--- src/rtl/ahfp_add.sv ---
// Single-cycle IEEE-754 binary32 adder/subtractor with round-to-nearest-even.
// Subnormals are flushed to zero; every NaN result is the canonical quiet NaN.
module ahfp_add #(
   parameter bit SUB = 1'b1
) (
   input  logic        clk,
   input  logic        rst_n,
   input  logic [31:0] dataa,
   input  logic [31:0] datab,
   output logic [31:0] result
);

   localparam logic [31:0] QNAN = 32'h7FC0_0000;

   logic        sa_s, sb_s, sl_s, ss_s;
   logic [7:0]  ea_s, eb_s, el_s, es_s, shift_s;
   logic [22:0] fa_s, fb_s, frac_s;
   logic        nan_a_s, nan_b_s, inf_a_s, inf_b_s, zero_a_s, zero_b_s;
   logic [30:0] ka_s, kb_s;
   logic [23:0] sigl_s, sigs_s;
   logic [52:0] wide_s;
   logic [26:0] al_s, as_s, dif_s, norm_s;
   logic [27:0] sum_s;
   logic [4:0]  lz_s;
   logic [9:0]  exp_s, expr_s;
   logic        up_s;
   logic [24:0] mant_s;
   logic [31:0] result_s;

   function automatic logic [4:0] lzc27(input logic [26:0] v);
      logic [4:0] n;
      logic       found;
      n     = 5'd0;
      found = 1'b0;
      for (int i = 26; i >= 0; i--) begin
         if (found) begin
            n = n;
         end else if (v[i]) begin
            found = 1'b1;
         end else begin
            n = n + 5'd1;
         end
      end
      return n;
   endfunction

   // Unpack, classify and order operands by magnitude (subnormals count as zero)
   always_comb begin
      sa_s     = dataa[31];
      ea_s     = dataa[30:23];
      fa_s     = dataa[22:0];
      sb_s     = datab[31] ^ SUB;
      eb_s     = datab[30:23];
      fb_s     = datab[22:0];
      nan_a_s  = (ea_s == 8'hFF) && (fa_s != 23'd0);
      nan_b_s  = (eb_s == 8'hFF) && (fb_s != 23'd0);
      inf_a_s  = (ea_s == 8'hFF) && (fa_s == 23'd0);
      inf_b_s  = (eb_s == 8'hFF) && (fb_s == 23'd0);
      zero_a_s = (ea_s == 8'd0);
      zero_b_s = (eb_s == 8'd0);
      ka_s     = zero_a_s ? 31'd0 : dataa[30:0];
      kb_s     = zero_b_s ? 31'd0 : datab[30:0];
      if (ka_s >= kb_s) begin
         sl_s   = sa_s;
         el_s   = ea_s;
         sigl_s = zero_a_s ? 24'd0 : {1'b1, fa_s};
         ss_s   = sb_s;
         es_s   = eb_s;
         sigs_s = zero_b_s ? 24'd0 : {1'b1, fb_s};
      end else begin
         sl_s   = sb_s;
         el_s   = eb_s;
         sigl_s = zero_b_s ? 24'd0 : {1'b1, fb_s};
         ss_s   = sa_s;
         es_s   = ea_s;
         sigs_s = zero_a_s ? 24'd0 : {1'b1, fa_s};
      end
   end

   // Align, add or subtract, normalise and round
   always_comb begin
      shift_s = el_s - es_s;
      wide_s  = {sigs_s, 29'd0} >> shift_s;
      // Bits shifted past the round position collapse into the sticky bit
      if (shift_s >= 8'd26) begin
         as_s = {26'd0, |sigs_s};
      end else begin
         as_s = {wide_s[52:27], |wide_s[26:0]};
      end
      al_s  = {sigl_s, 3'b000};
      sum_s = {1'b0, al_s} + {1'b0, as_s};
      dif_s = al_s - as_s;
      lz_s  = lzc27(dif_s);
      if (sl_s == ss_s) begin
         if (sum_s[27]) begin
            norm_s = {sum_s[27:2], |sum_s[1:0]};
            exp_s  = {2'b00, el_s} + 10'd1;
         end else begin
            norm_s = sum_s[26:0];
            exp_s  = {2'b00, el_s};
         end
      end else begin
         norm_s = dif_s << lz_s;
         exp_s  = {2'b00, el_s} - {5'd0, lz_s};
      end
      up_s   = norm_s[2] & (norm_s[1] | norm_s[0] | norm_s[3]);
      mant_s = {1'b0, norm_s[26:3]} + {24'd0, up_s};
      if (mant_s[24]) begin
         expr_s = exp_s + 10'd1;
         frac_s = mant_s[23:1];
      end else begin
         expr_s = exp_s;
         frac_s = mant_s[22:0];
      end
   end

   // Special-case priority and final packing
   always_comb begin
      if (nan_a_s || nan_b_s) begin
         result_s = QNAN;
      end else if (inf_a_s && inf_b_s) begin
         result_s = (sa_s == sb_s) ? {sa_s, 8'hFF, 23'd0} : QNAN;
      end else if (inf_a_s) begin
         result_s = {sa_s, 8'hFF, 23'd0};
      end else if (inf_b_s) begin
         result_s = {sb_s, 8'hFF, 23'd0};
      end else if (zero_a_s && zero_b_s) begin
         result_s = {sa_s & sb_s, 31'd0};
      end else if ((sl_s != ss_s) && (dif_s == 27'd0)) begin
         result_s = 32'd0;
      end else if (expr_s[9] || (expr_s == 10'd0)) begin
         result_s = {sl_s, 31'd0};
      end else if (expr_s >= 10'd255) begin
         result_s = {sl_s, 8'hFF, 23'd0};
      end else begin
         result_s = {sl_s, expr_s[7:0], frac_s};
      end
   end

   // Result register: the only state in the block
   always_ff @(posedge clk) begin
      if (!rst_n) begin
         result <= 32'd0;
      end else begin
         result <= result_s;
      end
   end

endmodule

--- config.mk ---
export PLATFORM = sky130hd
export DESIGN_NAME = ahfp_add
export DESIGN_NICKNAME = d
export VERILOG_FILES = /design/src/rtl/ahfp_add.sv
export SDC_FILE = /design/constraint.sdc
export NUM_CORES = 1
export LEC_CHECK = 0
export BUFFER_PORTS_ARGS = -buffer_cell sky130_fd_sc_hd__clkbuf_2
export CORE_UTILIZATION = 49
export DETAILED_ROUTE_END_ITERATION = 6
export GPL_ROUTABILITY_DRIVEN = 0
export PLACE_DENSITY_LB_ADDON = 0.05
export SLEW_MARGIN = 5
export SYNTH_ARGS = -nofsm -noshare
export SYNTH_HDL_FRONTEND = slang
export SYNTH_SLANG_ARGS = --single-unit
export TNS_END_PERCENT = 5
--- constraint.sdc ---
create_clock -name clk -period 24.2 [get_ports clk]
set_input_delay 1.21 -clock clk [delete_from_list [all_inputs] [get_ports clk]]
set_output_delay 1.21 -clock clk [all_outputs]
set_load 0.01 [all_outputs]
==> results of run 1 <==
==> what timing repair did <==
action	in CTS	in global routing
buffers inserted	0	7
gates resized for setup	0	50
endpoints found under the setup margin	0	31
==> logic make-up after synthesis <==
kind of cell	Yosys count	synth area share, %
compound gates	757	30.87
fa+ha+maj	120	9.147
simple gates	1124	34.13
flops	32	3.890
buf+inv	247	6.305
xor+xnor	141	8.418
mux	109	7.232
==> cells in the mapped netlist, types with 12 or more instances <==
cell	count
nand2_1	352
nor2_1	226
a21oi_1	195
o21ai_0	162
ha_1	114
nand3_1	95
clkbuf_1	94
xnor2_1	93
inv_1	90
nor3_1	87
mux2i_1	76
and2_1	60
and3_1	48
nand4_1	42
a211oi_1	38
a31oi_1	37
xor2_1	35
nand2b_1	33
buf_2	32
dfxtp_1	32
o211ai_1	31
a21o_1	27
nor4_1	27
nor2b_1	25
or3_1	23
mux2_2	21
o21bai_1	21
o21ai_1	19
o21a_1	18
o22ai_1	17
or2_2	13
a21boi_0	12
a22oi_1	12
==> power by group through the flow <==
| stage | Sequential, uW | Combinational, uW | Clock (uW) |
|---|---|---|---|
| finish | 70.3 | 1050 | 75.5 |
| global route | 71.9 | 1130 | 79.1 |
| CTS | 70.4 | 1000 | 76.6 |
| detailed placement | 71.3 | 995 | 0 |
| global placement | 71.0 | 988 | 0 |
| floorplan | 78.9 | 692 | 0 |
==> layer usage <==
layer	global-route usage, %	vias to the layer above	share of wire [%]	wire (um)
met4	23.67	0	7.2	4764
met3	4.837	217	7.8	5123
met5	0	-	0	0
met2	60.90	1026	45	29450
met1	46.81	9339	40	26720
li1	-	9470	-	-
==> final cells by class <==
cell class	instances	area (um2)	share of cell area, %
multi-input cells	2251	15030	82.54
clock buffers	7	152.6	0.8385
clock inverters	1	30.03	0.1650
inverters	97	367.9	2.021
well taps	442	553.0	3.038
flip-flops and latches	32	640.6	3.519
repair buffers	215	1429	7.849
repair inverters	1	5.005	0.02749
==> path summary, 6_finish.rpt <==
| kind | start | end | slack (ns) |
|---|---|---|---|
| setup / recovery | datab[23] | result[8]$_SDFF_PP0_ | 1.07 |
| hold / removal | rst_n | result[23]$_SDFF_PN0_ | 1.26 |
==> stage by stage <==
| stage | util (%) | area, um2 | hold WS, ns | worst slack [ns] |
|---|---|---|---|---|
| detailed placement | 54.14 | 17750 | 1.543 | 0.1927 |
| floorplan | - | 16470 | 1.358 | 1.122 |
| finish | 55.53 | 18200 | 1.258 | 1.065 |
| CTS | 54.70 | 17930 | 1.244 | 0.2997 |
| global route | 55.53 | 18200 | 1.281 | -0.1999 |
| global placement | 54.14 | 17750 | 1.546 | 0.5973 |
==> impl_metrics.tcl, run 1 <==
set metrics [dict create \
    vias 20052 \
    rsz0062_at_grt "true" \
    power.internal_uw 506.2 \
    initialDrtViolationCount 2277 \
    critical_path_depth 108 \
    min_path_type "in -> reg" \
    p_leak_uw 0.007559 \
    worstSetupEndpointType "register" \
    finalSetupTns_ns 0 \
    nFillCells 3366 \
    synth_edf_count 0 \
    top_register "result" \
    clkPwrFrac_pct 6.3 \
    drive_above_1_share_pct 14.55 \
    chipWidth_um 185.3 \
    cpLargestDelayFamily "compound AO/OA/AOI/OAI gates" \
    synth.area.top_cells "ha_1 (8.7%), nand2_1 (8.0%), a21oi_1 (5.9%)" \
    path_common_cell "ha_1" \
    final_common_cell "nand2_1" \
    grt_pass1_wl_mm 101.4 \
    coreArea_um2 32780 \
    cts_made_buffers 5 \
    synthFlopType "dfxtp_1" \
    grt_pass1_vias 18333 \
    syn_area_um2 16470 \
    ys_seq_area_share_pct 3.890 \
    path_max_fanout 45 \
    worstPathRequired_ns 24.36 \
    relSlewSlack_pct 17.17 \
    drv_cap 0 \
    post-route-min-period_ns 23.13 \
    avgViaCountPerCell 6.583 \
    netSwitchingFraction_pct 57.54 \
    clk_pin_slew_ns 0.05 \
    ir_drop_v 0.00004941 \
    layout_common_cells "nand2_1 (352), nor2_1 (225), a21oi_1 (191)" \
    pwr-share-comb_pct 87.8 \
    grt_usage_pct 37.56 \
    min_period_over_period_pct 95.60 \
    cts_tree "done" \
    synth.top_cell.area_share_pct 8.661 \
    grt_max_degree 62 \
    drc 0 \
    clk_path_buf_depth 2 \
    synth_nets 2712 \
    port_buffers 97 \
    reg_top3 "result (32)" \
    ant_nets 0 \
    clock_sink_count 32 \
    dr.pass1.iters 5 \
    htreeDepth 2 \
    grt_overflow 0 \
    synthArstFlopShare_pct 0 \
    final-max-slew-violation-count 0 \
    outcome "finished, final reports clean" \
    avgSynthCellArea_um2 6.510 \
    io_pins 98 \
    syn_to_final_growth_pct 10.53 \
    wl_per_cell_um 21.69 \
    criticalPathCategory "in -> reg" \
    diodes 0 \
    crit_arrival_ns 23.30 \
    cts-root-buf "clkbuf_16" \
    switchingPower_uw 686.0 \
    hold_viol_final 0 \
    p_total_uw 1192 \
    clock.fmax_mhz 43.23 \
    start_kind "input port" \
    power.density_nw_per_um2 65.49 \
    post-place-cells 3030 \
    crit_buf_inv 13 \
    synth-seq-cells 32 \
    yosys.cell_types.count 130 \
    start_util_pct 50.24 \
    nets 2785 \
    instances_no_fill 3046 \
    seq_power_share_pct 5.9 \
    antenna_found_initial 0 \
    holdPathStages 3 \
    largest_reg_flops 32 \
    dieArea_um2 34350 \
    synth_top_area_cell "ha_1" \
    max_stage_delay_ns 0.57 \
    synth_cells 2530 \
    num_rows 66 \
    die_h_um 185.3 \
    slowest_stage "or4_1" \
    routed_wl_mm 66.06 \
    place_hpwl_mm 54.08 \
    worst_pin_slew_ns 1.229 \
    cts_hold_buf 0 \
    yosys_warnings 0 \
    finalSetupViolCount 0 \
]
Power figures use the tool's default switching activity.
==> run 2, diff against run 1 <==
--- a/config.mk
+++ b/config.mk
@@ -9,7 +9,7 @@
 export CORE_UTILIZATION = 49
 export DETAILED_ROUTE_END_ITERATION = 6
 export GPL_ROUTABILITY_DRIVEN = 0
-export PLACE_DENSITY_LB_ADDON = 0.05
+export PLACE_DENSITY_LB_ADDON = 0.1
 export SLEW_MARGIN = 5
 export SYNTH_ARGS = -nofsm -noshare
 export SYNTH_HDL_FRONTEND = slang
==> run 2 against run 1 <==
  * Clock power about the same
  * Critical path depth down 3
  * Routed wire length down 1.1%
  * Critical path type unchanged
  * Fmax down 0.58%
  * Highest routed layer unchanged
  * Sequential power about the same
  * Total power about the same
  * Largest cell class unchanged
  * Via count up 0.11%
==> impl_metrics.tcl, run 2 (synthesis results as in run 1) <==
set metrics [dict create \
    outcome "finished, final reports clean" \
    clk_pin_slew_ns 0.05 \
    place_ws_ns -0.01656 \
    worstPathRequired_ns 24.37 \
    p_leak_uw 0.007562 \
    diodes 0 \
    relSlewSlack_pct 19.21 \
    top_register "result" \
    worstSetupEndpointType "register" \
    min_period_over_period_pct 96.15 \
    hold_viol_final 0 \
    ant_nets 0 \
    largest_reg_flops 32 \
    p_total_uw 1193 \
    start_kind "input port" \
    syn_to_final_growth_pct 10.59 \
    start_util_pct 50.24 \
    initialDrtViolationCount 2382 \
    nFillCells 3305 \
    fin_ws_ns 0.9312 \
    htreeDepth 2 \
    routed_wl_mm 65.33 \
    chipWidth_um 185.3 \
    ir_drop_v 0.00003964 \
    clk_path_buf_depth 2 \
    io_pins 98 \
    cts-root-buf "clkbuf_16" \
    grt_pass1_wl_mm 100.2 \
    grt_max_degree 46 \
    clock_sink_count 32 \
    criticalPathCategory "in -> reg" \
    num_rows 66 \
    power.density_nw_per_um2 65.48 \
    final_common_cell "nand2_1" \
    drc 0 \
    vias 20075 \
    avgViaCountPerCell 6.597 \
    wl_per_cell_um 21.47 \
    coreArea_um2 32780 \
    max_stage_delay_ns 0.56 \
    grt_usage_pct 36.80 \
    grt_pass1_vias 18248 \
    slowest_stage "or4_1" \
    layout_common_cells "nand2_1 (351), nor2_1 (224), a21oi_1 (191)" \
    cts_made_buffers 5 \
    path_common_cell "ha_1" \
    finalSetupTns_ns 0 \
    cts_tree "done" \
    holdPathStages 3 \
    drv_cap 0 \
    port_buffers 97 \
    crit_arrival_ns 23.44 \
    antenna_found_initial 0 \
    reg_top3 "result (32)" \
    drive_above_1_share_pct 14.57 \
    worst_pin_slew_ns 1.199 \
    clock.fmax_mhz 42.98 \
    grt_overflow 0 \
    min_path_type "in -> reg" \
    hold_path_startpoint "rst_n" \
    post-route-min-period_ns 23.27 \
    dieArea_um2 34350 \
    path_max_fanout 45 \
    place_hpwl_mm 53.30 \
    finalSetupViolCount 0 \
    nets 2782 \
    die_h_um 185.3 \
    dr.pass1.iters 7 \
    crit_start "datab[23]" \
    final-max-slew-violation-count 0 \
]
run 2: changes by cell type in the layout (fill, tap and decap cells not counted), sizes merged:
cell	delta
a221o	+1
clkinvlp	-1
buf	-3
run 2: where the power goes:
group	switching [uW]	leakage [uW]	internal [uW]	total, uW
clock	21.7	0.0000901	54.1	75.8
combinational	664	0.00721	382	1050
sequential	3.36	0.000266	66.9	70.3
run 2: layer usage:
layer | vias to the layer above | GRT usage [%] | wire length [um]
li1 | 9467 | - | -
met1 | 9324 | 45.63 | 26560
met2 | 1076 | 60.82 | 29230
met3 | 208 | 4.621 | 5175
met4 | 0 | 21.52 | 4367
met5 | - | 0 | 0
run 2: repair_timing:
action | in CTS | in global routing
setup buffers | 0 | 12
hold buffers | 0 | 0
resized for setup | 0 | 58
setup endpoints to repair | 0 | 31
run 2: critical path, delay by kind of cell:
kind | cells | cell delay (ns)
AOI/OAI and AO/OA | 36 | 6.72
xor gates and xnor gates | 3 | 0.60
adders and majority gates | 15 | 4.27
buffers and inverters | 12 | 1.87
muxes | 8 | 1.35
and+or+nand+nor | 31 | 7.30
run 2: final timing paths:
check	slack, ns	endpoint
setup / recovery	0.93	result[8]$_SDFF_PP0_
hold / removal	1.25	result[23]$_SDFF_PN0_
run 2: final cells by class:
type / count / area (um2) / area share [%]
Clock inverter: 1 / 30.03 / 0.1649
Inverter: 97 / 367.9 / 2.020
Clock buffer: 7 / 152.6 / 0.8381
Timing Repair Buffer: 212 / 1401 / 7.694
Multi-Input combinational cell: 2252 / 15070 / 82.73
Sequential cell: 32 / 640.6 / 3.517
Tap cell: 442 / 553.0 / 3.036
run 2: through the flow:
step,utilization [%],cell area [um2],hold WS (ns),instances
finish,55.56,18210,1.250,3043
global route,55.56,18210,1.283,3043
CTS,54.44,17850,1.240,3030
detailed placement,53.89,17670,1.526,3022
global placement,53.89,17670,1.544,3022
floorplan,-,16470,1.358,2530
==> run 3, diff against run 2 <==
--- a/config.mk
+++ b/config.mk
@@ -5,6 +5,7 @@
 export SDC_FILE = /design/constraint.sdc
 export NUM_CORES = 1
 export LEC_CHECK = 0
+export ABC_AREA = 1
 export BUFFER_PORTS_ARGS = -buffer_cell sky130_fd_sc_hd__clkbuf_2
 export CORE_UTILIZATION = 49
 export DETAILED_ROUTE_END_ITERATION = 6
==> run 3 against run 2 <==
  * Cell count is 2.3% higher
  * Routed wire length is 26% lower
  * Via count is 13% lower
==> impl_metrics.tcl, run 3 <==
set metrics [dict create \
    outcome "finished, final reports clean" \
    fin_ws_ns 2.212 \
    min_period_over_period_pct 90.86 \
    crit_arrival_ns 22.19 \
    ant_nets 0 \
    vias 17549 \
    synth_nets 2898 \
    diodes 0 \
    ys_seq_area_share_pct 4.399 \
    worstSetupEndpointType "register" \
    drv_cap 0 \
    syn_to_final_growth_pct 4.580 \
    finalSetupViolCount 0 \
    reg_top3 "result (32)" \
    htreeDepth 2 \
    place_ws_ns 1.878 \
    synth_top_area_cell "nand2_1" \
    cts_hold_buf 0 \
    syn_area_um2 14560 \
    yosys.cell_types.count 67 \
    path_common_cell "nand2_1" \
    start_util_pct 50.32 \
    nets 2911 \
    drive_above_1_share_pct 10.62 \
    place_hpwl_mm 40.78 \
    wl_per_cell_um 15.53 \
    nFillCells 3188 \
    clk_path_buf_depth 2 \
    yosys_warnings 0 \
    grt_usage_pct 31.19 \
    largest_reg_flops 32 \
    worstPathRequired_ns 24.40 \
    cts_made_buffers 5 \
    synth.top_cell.area_share_pct 20.24 \
    worst_pin_slew_ns 0.8970 \
    clk_pin_slew_ns 0.05 \
    criticalPathCategory "in -> reg" \
    cts_tree "done" \
    clock.fmax_mhz 45.48 \
    io_pins 98 \
    coreArea_um2 28940 \
    die_h_um 174.4 \
    grt_overflow 0 \
    initialDrtViolationCount 1673 \
    post-route-min-period_ns 21.99 \
    clock_sink_count 32 \
    synthArstFlopShare_pct 0 \
    port_buffers 97 \
    relSlewSlack_pct 40.14 \
    regArea_um2 640.6 \
    top_register "result" \
    chipWidth_um 174.4 \
    final-max-slew-violation-count 0 \
    start_kind "input port" \
    final_common_cell "nand2_1" \
    synthFlopType "dfxtp_1" \
    finalSetupTns_ns 0 \
    routed_wl_mm 48.36 \
    dieArea_um2 30410 \
    drc 0 \
    dr.pass1.iters 6 \
    synth_edf_count 0 \
    min_path_type "in -> reg" \
    post-place-cells 3106 \
    hold_viol_final 0 \
    max_stage_delay_ns 0.51 \
    instances_no_fill 3114 \
    grt_pass1_vias 15834 \
    p_leak_uw 0.008516 \
    synth.area.top_cells "nand2_1 (20%), nand3_1 (11%), ha_1 (9.8%)" \
    cts-root-buf "clkbuf_16" \
    grt_max_degree 71 \
    synth-seq-cells 32 \
    synth_common_cells "nand2_1 (785), inv_1 (361), nand3_1 (331)" \
    layout_common_cells "nand2_1 (785), inv_1 (360), nand3_1 (331)" \
    path_max_fanout 70 \
    multi_input_area_um2 11880 \
    post_cts_buffers 0 \
    ir_drop_v 0.00003058 \
    avgSynthCellArea_um2 5.361 \
    rsz0062_at_grt "false" \
    grt_pass1_wl_mm 78.25 \
    synth_cells 2716 \
    post_cts_resized 0 \
    power.density_nw_per_um2 78.84 \
    slowest_stage "nand2_4" \
    num_rows 62 \
    avgViaCountPerCell 5.636 \
    antenna_found_initial 0 \
    yosysMostFrequentCell "nand2_1" \
]
run 3: cell count changes in the layout (fill, tap and decap cells not counted), sizes merged, moves of 64 or more:
cell   change
a21oi     -84
xnor2     -81
buf      -108
nor2      +64
nand2    +473
mux2i     -76
inv      +301
nand3    +262
run 3: metal layers:
metal / wire length, um / GRT usage, % / part of all wire [%]
met5: 0 / 0 / 0
met4: 2141 / 12.39 / 4.4
met3: 3452 / 3.434 / 7.1
met2: 21950 / 52.49 / 45
met1: 20820 / 40.38 / 43
run 3: worst max-delay path: cells and delay by family:
kind                       cells  cell delay, ns
buffers and inverters         18            2.31
and+or+nand+nor               76            9.93
AOI/OAI and AO/OA             19            3.10
xor gates and xnor gates       2            0.29
adders and majority gates     19            5.25
run 3: kinds of logic (layout without fill, tap and decap cells):
| kind of cell | Yosys count | count (layout) | share of synthesized area, % |
|---|---|---|---|
| adders and majority gates | 116 | 116 | 10.07 |
| AOI/OAI and AO/OA | 346 | 346 | 13.77 |
| xor gates and xnor gates | 82 | 82 | 5.087 |
| muxes | 1 | 1 | 0.06874 |
| buffers and inverters | 506 | 520 | 14.04 |
| and+or+nand+nor | 1633 | 1633 | 52.57 |
| DFF | 32 | 32 | 4.399 |
run 3: area by class of cell:
| type | count | area share [%] |
|---|---|---|
| flip-flops and latches | 32 | 4.207 |
| multi-input cells | 2178 | 78.04 |
| repair buffers | 104 | 3.533 |
| clock buffers | 5 | 0.8216 |
| inverters | 408 | 10.09 |
| well taps | 384 | 3.155 |
| clock inverters | 3 | 0.1561 |
run 3: final timing paths:
check	from	endpoint	slack (ns)	cells past startpoint
min	rst_n	result[31]$_SDFF_PP0_	1.23	3
max	dataa[27]	result[14]$_SDFF_PP0_	2.21	134
run 3: power breakdown:
group          switching (uW)  internal, uW  total [uW]  leakage [uW]
Clock                    24.3          38.2        62.5     0.0000660
Combinational             738           326        1060       0.00818
Sequential               4.03          70.0        74.0      0.000267
Total                     766           434        1200       0.00852
run 3: through the flow:
step | total power (uW) | utilization [%] | hold WS (ns) | area (um2)
2_1_floorplan | 869.4 | - | 1.382 | 14560
3_3_place_gp | 1108 | 52.08 | 1.511 | 15070
3_5_place_dp | 1113 | 52.08 | 1.523 | 15070
4_1_cts | 1181 | 52.60 | 1.229 | 15220
5_1_grt | 1329 | 52.63 | 1.264 | 15230
6_report | 1201 | 52.63 | 1.233 | 15230
